$ cat src/rtl/button_debouncer.sv
// button_debouncer
//   Debounces one synchronized push-button level. A new level is accepted only
//   after STABLE_CYCLES consecutive identical samples; any opposite sample while
//   qualifying restarts from zero. Outputs a registered clean level, a one-cycle
//   press pulse on each accepted 0->1 transition, and a busy flag while a
//   candidate transition is being qualified.
//   Optional feature macro: DEBOUNCE_RELEASE_PULSE_EN adds release_pulse, a
//   one-cycle pulse on each accepted 1->0 transition.
module button_debouncer #(
  parameter int STABLE_CYCLES = 500000,
  parameter int CNT_WIDTH     = 19
) (
  input  logic clk,
  input  logic rst_n,
  input  logic in,
  output logic level,
  output logic press_pulse,
`ifdef DEBOUNCE_RELEASE_PULSE_EN
  output logic release_pulse,
`endif
  output logic busy
);

  typedef enum logic [1:0] {
    RELEASED     = 2'd0,
    PRESS_WAIT   = 2'd1,
    PRESSED      = 2'd2,
    RELEASE_WAIT = 2'd3
  } state_t;

  // Terminal count: the qualifying sample that arrives with the counter here
  // completes the run of STABLE_CYCLES identical samples.
  localparam logic [CNT_WIDTH-1:0] CNT_MAX = CNT_WIDTH'(STABLE_CYCLES - 1);
  localparam logic [CNT_WIDTH-1:0] CNT_ONE = CNT_WIDTH'(1);

  state_t               state_q, state_d;
  logic [CNT_WIDTH-1:0] cnt_q, cnt_d;
  logic                 press_d;
  logic                 release_d;

  // Next-state, next-counter and pulse decode.
  // NOTE: every signal written here gets a default first so no path leaves it
  // unassigned, which would otherwise infer a latch.
  always_comb begin
    state_d   = state_q;
    cnt_d     = cnt_q;
    press_d   = 1'b0;
    release_d = 1'b0;
    case (state_q)
      RELEASED: begin
        if (in) begin
          state_d = PRESS_WAIT;
          cnt_d   = CNT_ONE;
        end
      end
      PRESS_WAIT: begin
        if (!in) begin
          state_d = RELEASED;
          cnt_d   = '0;
        end else if (cnt_q == CNT_MAX) begin
          state_d = PRESSED;
          cnt_d   = '0;
          press_d = 1'b1;
        end else begin
          cnt_d = cnt_q + CNT_ONE;
        end
      end
      PRESSED: begin
        if (!in) begin
          state_d = RELEASE_WAIT;
          cnt_d   = CNT_ONE;
        end
      end
      RELEASE_WAIT: begin
        if (in) begin
          state_d = PRESSED;
          cnt_d   = '0;
        end else if (cnt_q == CNT_MAX) begin
          state_d   = RELEASED;
          cnt_d     = '0;
          release_d = 1'b1;
        end else begin
          cnt_d = cnt_q + CNT_ONE;
        end
      end
      default: begin
        state_d = RELEASED;
        cnt_d   = '0;
      end
    endcase
  end

  // State and counter registers.
  // NOTE: sequential state uses non-blocking assignments so every flop samples
  // the pre-edge values, independent of statement order.
  always_ff @(posedge clk or negedge rst_n) begin
    if (!rst_n) begin
      state_q <= RELEASED;
      cnt_q   <= '0;
    end else begin
      state_q <= state_d;
      cnt_q   <= cnt_d;
    end
  end

  // Output flops decoded from the next state, so they change on the same edge
  // as the state and never see a combinational path from in.
  always_ff @(posedge clk or negedge rst_n) begin
    if (!rst_n) begin
      level       <= 1'b0;
      busy        <= 1'b0;
      press_pulse <= 1'b0;
    end else begin
      level       <= (state_d == PRESSED) || (state_d == RELEASE_WAIT);
      busy        <= (state_d == PRESS_WAIT) || (state_d == RELEASE_WAIT);
      press_pulse <= press_d;
    end
  end

`ifdef DEBOUNCE_RELEASE_PULSE_EN
  // One-cycle pulse on an accepted release.
  always_ff @(posedge clk or negedge rst_n) begin
    if (!rst_n) release_pulse <= 1'b0;
    else        release_pulse <= release_d;
  end
`else
  // release_d only feeds the optional release pulse flop.
  logic unused_release;
  assign unused_release = release_d;
`endif

endmodule

$ cat config.mk
export PLATFORM = sky130hd
export DESIGN_NAME = button_debouncer
export DESIGN_NICKNAME = d
export VERILOG_FILES = /design/src/rtl/button_debouncer.sv
export SDC_FILE = /design/constraint.sdc
export NUM_CORES = 1
export LEC_CHECK = 0
export BUFFER_PORTS_ARGS = -buffer_cell sky130_fd_sc_hd__buf_2
export CORE_MARGIN = 2
export CORE_UTILIZATION = 40
export CTS_CLUSTER_DIAMETER = 50
export DETAILED_ROUTE_END_ITERATION = 10
export GPL_TIMING_DRIVEN = 0
export PLACE_DENSITY = 0.63
export SLEW_MARGIN = 30
export SYNTH_ARGS = -nofsm -noshare
export SYNTH_HDL_FRONTEND = slang
export SYNTH_SLANG_ARGS = --single-unit
$ cat constraint.sdc
create_clock -name clk -period 5.1 [get_ports clk]
set_input_delay 0 -clock clk [delete_from_list [all_inputs] [get_ports clk]]
set_output_delay 0 -clock clk [all_outputs]
set_load 0.02 [all_outputs]
### After elaboration in Yosys (flattened, before gate mapping)

Cells that the tools add are included.

| word-level totals | value |
|---|---|
| logic and storage cells | 35 |
| output and inout port bits | 3 |
| bits in registers | 24 |

| cells by class | value |
|---|---|
| multiplexer cells | 16 |
| reductions and logical operators | 4 |
| add/subtract/negate cells | 1 |
| equality and inequality tests | 9 |

Operator list:

| operator | count |
|---|---|
| 19-bit two-way mux | 5 |
| 19-bit case mux with 4 select lines | 1 |
| 19-bit by 1-bit adder with 19-bit output, second input constant | 1 |
| 19-bit == test, second input constant | 1 |
| 2-bit two-way mux | 6 |
| 2-bit == test, second input constant | 4 |
| 2-bit case mux with 4 select lines | 1 |
| 2-bit by 1-bit == test with 1-bit output, second input constant | 2 |
| 2-bit != test, second input constant | 2 |
| 1-bit two-way mux | 3 |
| 2-bit logical NOT | 1 |
| 1-bit logical OR | 2 |
| 2-bit AND reduction | 1 |

### Longest topological paths before layout

Gate-level depths: netlist (run 1).

| depth | value |
|---|---|
| depth after elaboration | 6 |
| mapped depth | 7 |
| mapped depth without buffers | 6 |

### Worst setup path before layout (run 1)

OpenSTA, ideal clock, no wires.

| timing | value |
|---|---|
| kind | register -> register |
| from | register cnt_q[7] |
| to | register level |
| stages on the path, launching flop included | 6 |
| data required time | 4.973 ns |
| path slack | 3.311 ns |
| data arrival time | 1.662 ns |
| clock period less this slack | 1.789 ns |
| setup time | 0.127 ns |
| cells stage by stage | dfrtp_1 buf_6 or4b_4 nor3_4 nand2_2 mux2_1 |

| on the way | value |
|---|---|
| word-level cells in the longest chain between the ends | 6 |
| elaborated cells on any way between the ends | 9 |
| those cells by class | 3 x eq/ne; 5 x mux; 1 x reduce/logical |

Ends and longest elaborated chain:

| item | RTL line | text |
|---|---|---|
| start: declaration | 37 | `logic [CNT_WIDTH-1:0] cnt_q, cnt_d;` |
| start signal: assignment | 102 | `cnt_q <= cnt_d;` |
| 19-bit == test * | 60, 78 |  |
| 2-bit two-way mux (on tied branches) | 78, 60 |  |
| 2-bit two-way mux (on tied branches) | 75, 57 |  |
| 2-bit case mux with 4 select lines * | 49 | `case (state_q)` |
| 2-bit == test | 114 | `level <= (state_d == PRESSED) \|\| (state_d == RELEASE_WAIT);` |
| 1-bit logical OR * | 114 |  |
| end signal: assignment | 114 |  |
| end: declaration | 16 | `output logic level,` |

Mark *: on every way between the ends. The rest lies on a longest branch, timed or not.
A chain may end at the register's enable or synchronous reset.

### Worst setup path after layout (run 1)

| timing | value |
|---|---|
| from | register cnt_q[7] |
| to | register cnt_q[3] |

| on the way | value |
|---|---|
| word-level cells in the longest chain between the ends | 4 |
| elaborated cells on any way between the ends | 5 |
| those cells by class | 1 x eq/ne; 4 x mux |

Ends and longest elaborated chain:

| item | RTL line |
|---|---|
| 19-bit == test * | 60, 78 |
| 19-bit two-way mux * | 60, 78 |
| 19-bit two-way mux (on tied branches) | 75, 57 |
| 19-bit case mux with 4 select lines * | 49 |

Marks and branches as above.

==> impl_metrics.ini, run 1 <==
[outcome]
outcome = complete, no violations

[grt]
grt_max_degree = 24
antenna_found_initial = 0
overflow = 0
grt_pass1_vias = 1119
grt_usage_pct = 17.6
grt_pass1_wl_um = 5600

[cells_and_area]
final_common_cell = dfrtp_1
syn_to_final_growth_pct = 9.32
nNetsFinal = 165
most-common-layout-cells = dfrtp_1 (23), nand2_1 (20), nand3_1 (13)
layout-drive-gt1-share_pct = 16.3
nFillCells = 317
antenna_cells = 0

[drt]
routed_wl_um = 3190
post_drt_wl_per_cell_um = 15.5
drc = 0
via_per_inst = 5.84
drt_iter0_markers = 89
ant_nets = 0
drtPass1Iterations = 5
vias = 1204

[clocking]
cts_resized = 0
htree_levels = 1
clkTransAtPathRegs_ps = 130
cts_buffer_depth = 2
postCtsSetupBuffers = 0
cts_tree = done
cts_made_buffers = 3
cts-root-buf = clkbuf_4
cts.sinks = 23
clk_latency_ps = 310

[floorplan]
start_util_pct = 41.8
dieArea_mm2 = 0.00398
core_area_mm2 = 0.00334
die_h_um = 63.1
io_pins = 6
placementRows = 21
fp.dieW_um = 63.1

[power_and_ir_drop]
power_density_mw_per_mm2 = 217
ir_drop_mv = 0.209
power_leakage_nw = 0.660
total_power_uw = 332

[critical_path]
arrival_ps = 2220
crit_fanout = 10
path_class = flop to flop
start_kind = flop
ff2ff_path_depth = 7
critPathRequiredTime_ps = 5310
timing.rr.start = cnt_q[7]
crit_path_end_kind = flop
rrSetupSlack_ps = 3090
r2r_end = cnt_q[3]

[synthesis]
yosysSeqAreaShare_pct = 41.2
synthTopCellsByArea = dfrtp_1 (41%), nand2_1 (5.4%), nand3_1 (4.7%), nor2_1 (2.4%), nand4_1 (2.2%)
syn_nets = 153
netlist_area_mm2 = 0.00140
synth_top_area_cell = dfrtp_1
synth_ff_type = dfrtp_1
async_flop_share_pct = 100
netlist.area_leader.share_pct = 41.2
yosysWarnings = 0
synthDistinctLibCells = 48
ys_seq_elements = 23
synth_cells = 149
synth_area_per_cell_um2 = 9.37
synth_edf_count = 0

[placed_design]
dp_hpwl_um = 2200
io_buffer_count = 5
gp_congestion = 0.936

[worst_hold_path]
hold_class = input pin to asynchronous set/reset pin

[timing]
hold_viol = 0
worst_slew_pin_slew_ps = 540
fmax_mhz = 498
setup_viol = 0
drv_slew = 0
finalCriticalPeriod_ps = 2010
fin_skew_ps = 5.25
rsz0062_at_grt = false
fin_crit_sh_pct = 39.3
final.setup.tns_ps = 0
slew_headroom_pct = 64.0

[run]
cap_violations = 0
[how the worst max path moves through the flow]
stage	endpoint	startpoint	slack (ps)	depth (start not counted)
2_1_floorplan	level	cnt_q[7]	3310	5
3_3_place_gp	state_q[1]	cnt_q[7]	3130	5
3_5_place_dp	cnt_q[14]	cnt_q[0]	3130	6
4_1_cts	cnt_q[3]	cnt_q[7]	3080	7
5_1_grt	cnt_q[14]	cnt_q[0]	2910	6
6_report	cnt_q[3]	cnt_q[7]	3090	7
[stage by stage]
stage                     worst slack, ps  util (%)  hold slack [ps]  cells  instance area, µm²
final                                3090      45.7              172    206                1530
after global routing                 2910      45.7              216    206                1530
after CTS                            3080      45.7              187    206                1530
after detailed placement             3130      44.3             10.5    200                1480
after global placement               3130      44.3             3.54    200                1480
after floorplan                      3310         -             -296    149                1400
[synth_stat cells (2+ instances only)]
cell type   n
a21o_1      3
a22o_1      2
a32oi_1     2
and2_1      3
and3_1      3
and4b_1     2
buf_2       2
buf_6       2
clkbuf_1    3
dfrtp_1    23
mux2_1      2
nand2_1    20
nand3_1    13
nand4_1     5
nand4b_1    2
nor2_1      9
nor2b_1     2
nor3_1      5
nor4b_1     3
o21ai_0     5
o21ai_1     4
o22ai_1     4
or3_1       4
or4_1       2
[power by group]
part / leakage [nW] / internal (mW) / switching, mW
Combinational: 0.331 / 0.0172 / 0.0323
Sequential: 0.311 / 0.189 / 0.00642
Clock: 0.0177 / 0.0293 / 0.0575
[per-layer routing]
layer  up-vias  global-route usage (%)  wire, µm
met5         -                       0         0
li1        580                       -         -
met1       587                    26.4      1590
met3         2                    3.21       124
met2        35                    27.1      1450
met4         0                    1.94        17
[critical path, cell delays in order (launching register included)]
cell,delay [ps]
dfrtp_1,400
buf_6,130
nor4b_1,320
nand4_1,190
o31ai_2,340
buf_6,210
o22ai_1,100
a22o_1,210
[area by class of cell]
cell class | count | area, µm² | share of cell area (%)
Inverter | 1 | 3.75 | 0.246
Multi-Input combinational cell | 117 | 766 | 50.2
Clock inverter | 1 | 5.00 | 0.328
Clock buffer | 3 | 22.5 | 1.48
Sequential cell | 23 | 576 | 37.7
Tap cell | 46 | 57.6 | 3.77
Timing Repair Buffer | 7 | 45.0 | 2.95
Buffer | 8 | 51.3 | 3.36
[cells by family after synthesis]
kind of cell	share of synthesized area (%)
adders and majority gates	0.896
and+or+nand+nor	37.1
buffers and inverters	3.94
muxes	1.61
xor gates and xnor gates	1.79
DFF	41.2
AOI/OAI and AO/OA	13.4
[repair_timing]
action	in CTS	in global routing
endpoints found under the hold margin	25	0
hold buffers	2	0
endpoints found under the setup margin	0	0
[registers in the layout, indices dropped and copies added, names as in the netlist]
register and count:
cnt_q 19, busy 1, level 1, press_pulse 1, state_q 1
(Power assumes the default switching activity.)
==> run 2, diff against run 1 <==
==> constraint.sdc (replaced) <==
create_clock -name clk -period 1.95 [get_ports clk]
set_input_delay 0 -clock clk [delete_from_list [all_inputs] [get_ports clk]]
set_output_delay 0 -clock clk [all_outputs]
set_load 0.02 [all_outputs]
==> run 2 against run 1 <==
  * Setup slack got worse by 3100 ps
  * The flow now finishes with violations (setup timing)
  * Largest power group unchanged
  * Power increased to 2.7 times the previous value
  * Critical path depth fell by 1
  * Die area unchanged
  * Cell area is 11% higher
  * Critical path type unchanged
  * Clock power rose to 2.6 times the previous value
  * Via count up 3.2%
  * Cell count grew 4.4%
  * Sequential share of layout area is 3.6 points lower
  * Largest cell class unchanged
  * Clock skew up 5.0 ps
  * Combinational power increased to 3.4 times the previous value
  * Wire length increased by 11%
==> impl_metrics.ini, run 2 (synthesis results as in run 1) <==
[critical_path]
rrSetupSlack_ps = -6
worst_path_largest_cell_delay_ps = 500
crit_fanout = 8
arrival_ps = 2160
path_buf_inv = 1
path_class = flop to flop
cpLargestDelayFamily = compound AO/OA/AOI/OAI gates
crit_path_end_kind = flop
ff2ff_path_depth = 6
start_kind = flop
r2r_end = cnt_q[3]
critPathRequiredTime_ps = 2160
crit_path_cell_trace = nor4b_4 > nand4_1 > o31ai_4 > buf_6 > o22ai_4 > a22o_1
cpMaxStageDelayCell = dfrtp_2
timing.rr.start = cnt_q[9]

[grt]
grt_pass1_vias = 1143
antenna_found_initial = 0
grt_pass1_wl_um = 5730
grt_usage_pct = 18.1
overflow = 0
grt_max_degree = 24

[timing]
drv_slew = 0
setup_viol = 1
worst_slew_pin_slew_ps = 526
fin_ws_ps = -5.78
hold_viol = 0
holdWs_ps = 171
fmax_mhz = 511
final.setup.tns_ps = -5.78
rsz0062_at_grt = true
fin_crit_sh_pct = 100
finalCriticalPeriod_ps = 1960
slew_headroom_pct = 64.9
fin_skew_ps = 10.3

[drt]
ant_nets = 0
drtPass1Iterations = 4
via_per_inst = 5.78
drt_iter0_markers = 110
vias = 1243
post_drt_wl_per_cell_um = 16.5
drc = 0
routed_wl_um = 3550

[clocking]
cts.sinks = 23
cts_buffer_depth = 2
htree_levels = 1
cts_made_buffers = 3
cts-root-buf = clkbuf_4
clkTransAtPathRegs_ps = 130
clk_latency_ps = 310
cts_tree = done

[run]
cap_violations = 0

[power_and_ir_drop]
total_power_uw = 913
power_density_mw_per_mm2 = 539
power_leakage_nw = 0.752
ir_drop_mv = 0.546

[placed_design]
io_buffer_count = 5
pre_cts_slack_ps = -18.8
dp_hpwl_um = 2200
gp_congestion = 0.936

[floorplan]
dieArea_mm2 = 0.00398
start_util_pct = 41.8
die_h_um = 63.1
core_area_mm2 = 0.00334
io_pins = 6
placementRows = 21
fp.dieW_um = 63.1

[cells_and_area]
nNetsFinal = 174
regMostFlops = cnt_q
syn_to_final_growth_pct = 21.3
most-common-layout-cells = dfrtp_1 (21), nand2_1 (20), nand3_1 (12)
layout-drive-gt1-share_pct = 27.8
antenna_cells = 0
final_common_cell = dfrtp_1
largest_reg_flops = 19

[worst_hold_path]
hold_class = input pin to asynchronous set/reset pin

[outcome]
violations = setup timing
outcome = complete, but fails checks
==> run 2: cell types whose count changed in the layout (fill, tap and decap cells not counted), sizes merged <==
cell and delta:
clkbuf -1, buf +10
==> run 2: area by class of cell <==
type                    count  area, µm²
fillers                   301       1640
multi-input cells         117        846
flip-flops and latches     23        578
repair buffers             17        133
well taps                  46       57.6
plain buffers               7       48.8
clock buffers               3       22.5
clock inverters             1       5.00
inverters                   1       3.75
==> run 2: worst reg2reg max path: cells and delay by family (launching register included) <==
| family | cells | cell delay (ps) |
|---|---|---|
| AOI/OAI and AO/OA | 3 | 610 |
| and+or+nand+nor | 2 | 550 |
| DFF | 1 | 500 |
| buffers and inverters | 1 | 200 |
==> run 2: power by group <==
part | switching, mW | internal [mW] | leakage (nW)
clock network | 0.147 | 0.0767 | 0.0177
registers | 0.0270 | 0.495 | 0.308
logic | 0.0892 | 0.0783 | 0.427
total | 0.263 | 0.650 | 0.752
==> run 2: worst max-delay path by stage <==
stage / startpoint / endpoint / slack (ps) / depth (start not counted)
6_report: cnt_q[9] / cnt_q[3] / -6 / 6
5_1_grt: cnt_q[9] / cnt_q[3] / -50 / 6
4_1_cts: cnt_q[0] / cnt_q[14] / 8 / 6
3_5_place_dp: cnt_q[0] / cnt_q[14] / -20 / 6
3_3_place_gp: cnt_q[7] / state_q[1] / -20 / 5
2_1_floorplan: cnt_q[7] / level / 160 / 5
==> run 2: metal layers <==
| layer | global-route usage, % | wire length [µm] |
|---|---|---|
| met2 | 28.6 | 1690 |
| met5 | 0 | 0 |
| met3 | 3.21 | 179 |
| met4 | 1.94 | 17 |
| met1 | 26.6 | 1670 |
==> run 2: per-stage QoR <==
stage               util [%]  area [µm²]  std cells
floorplan                  -        1400        149
global placement        44.3        1480        200
detailed placement      44.3        1480        200
CTS                     46.9        1570        208
global route            50.8        1690        215
finish                  50.8        1690        215
==> run 2: what timing repair did <==
item                       4_1_cts  5_1_grt
hold buffers                     2        0
hold endpoints to repair        25        0
gates resized for setup          3       14
setup buffers                    2        8
pin swaps                        3       12
setup endpoints to repair        6       12
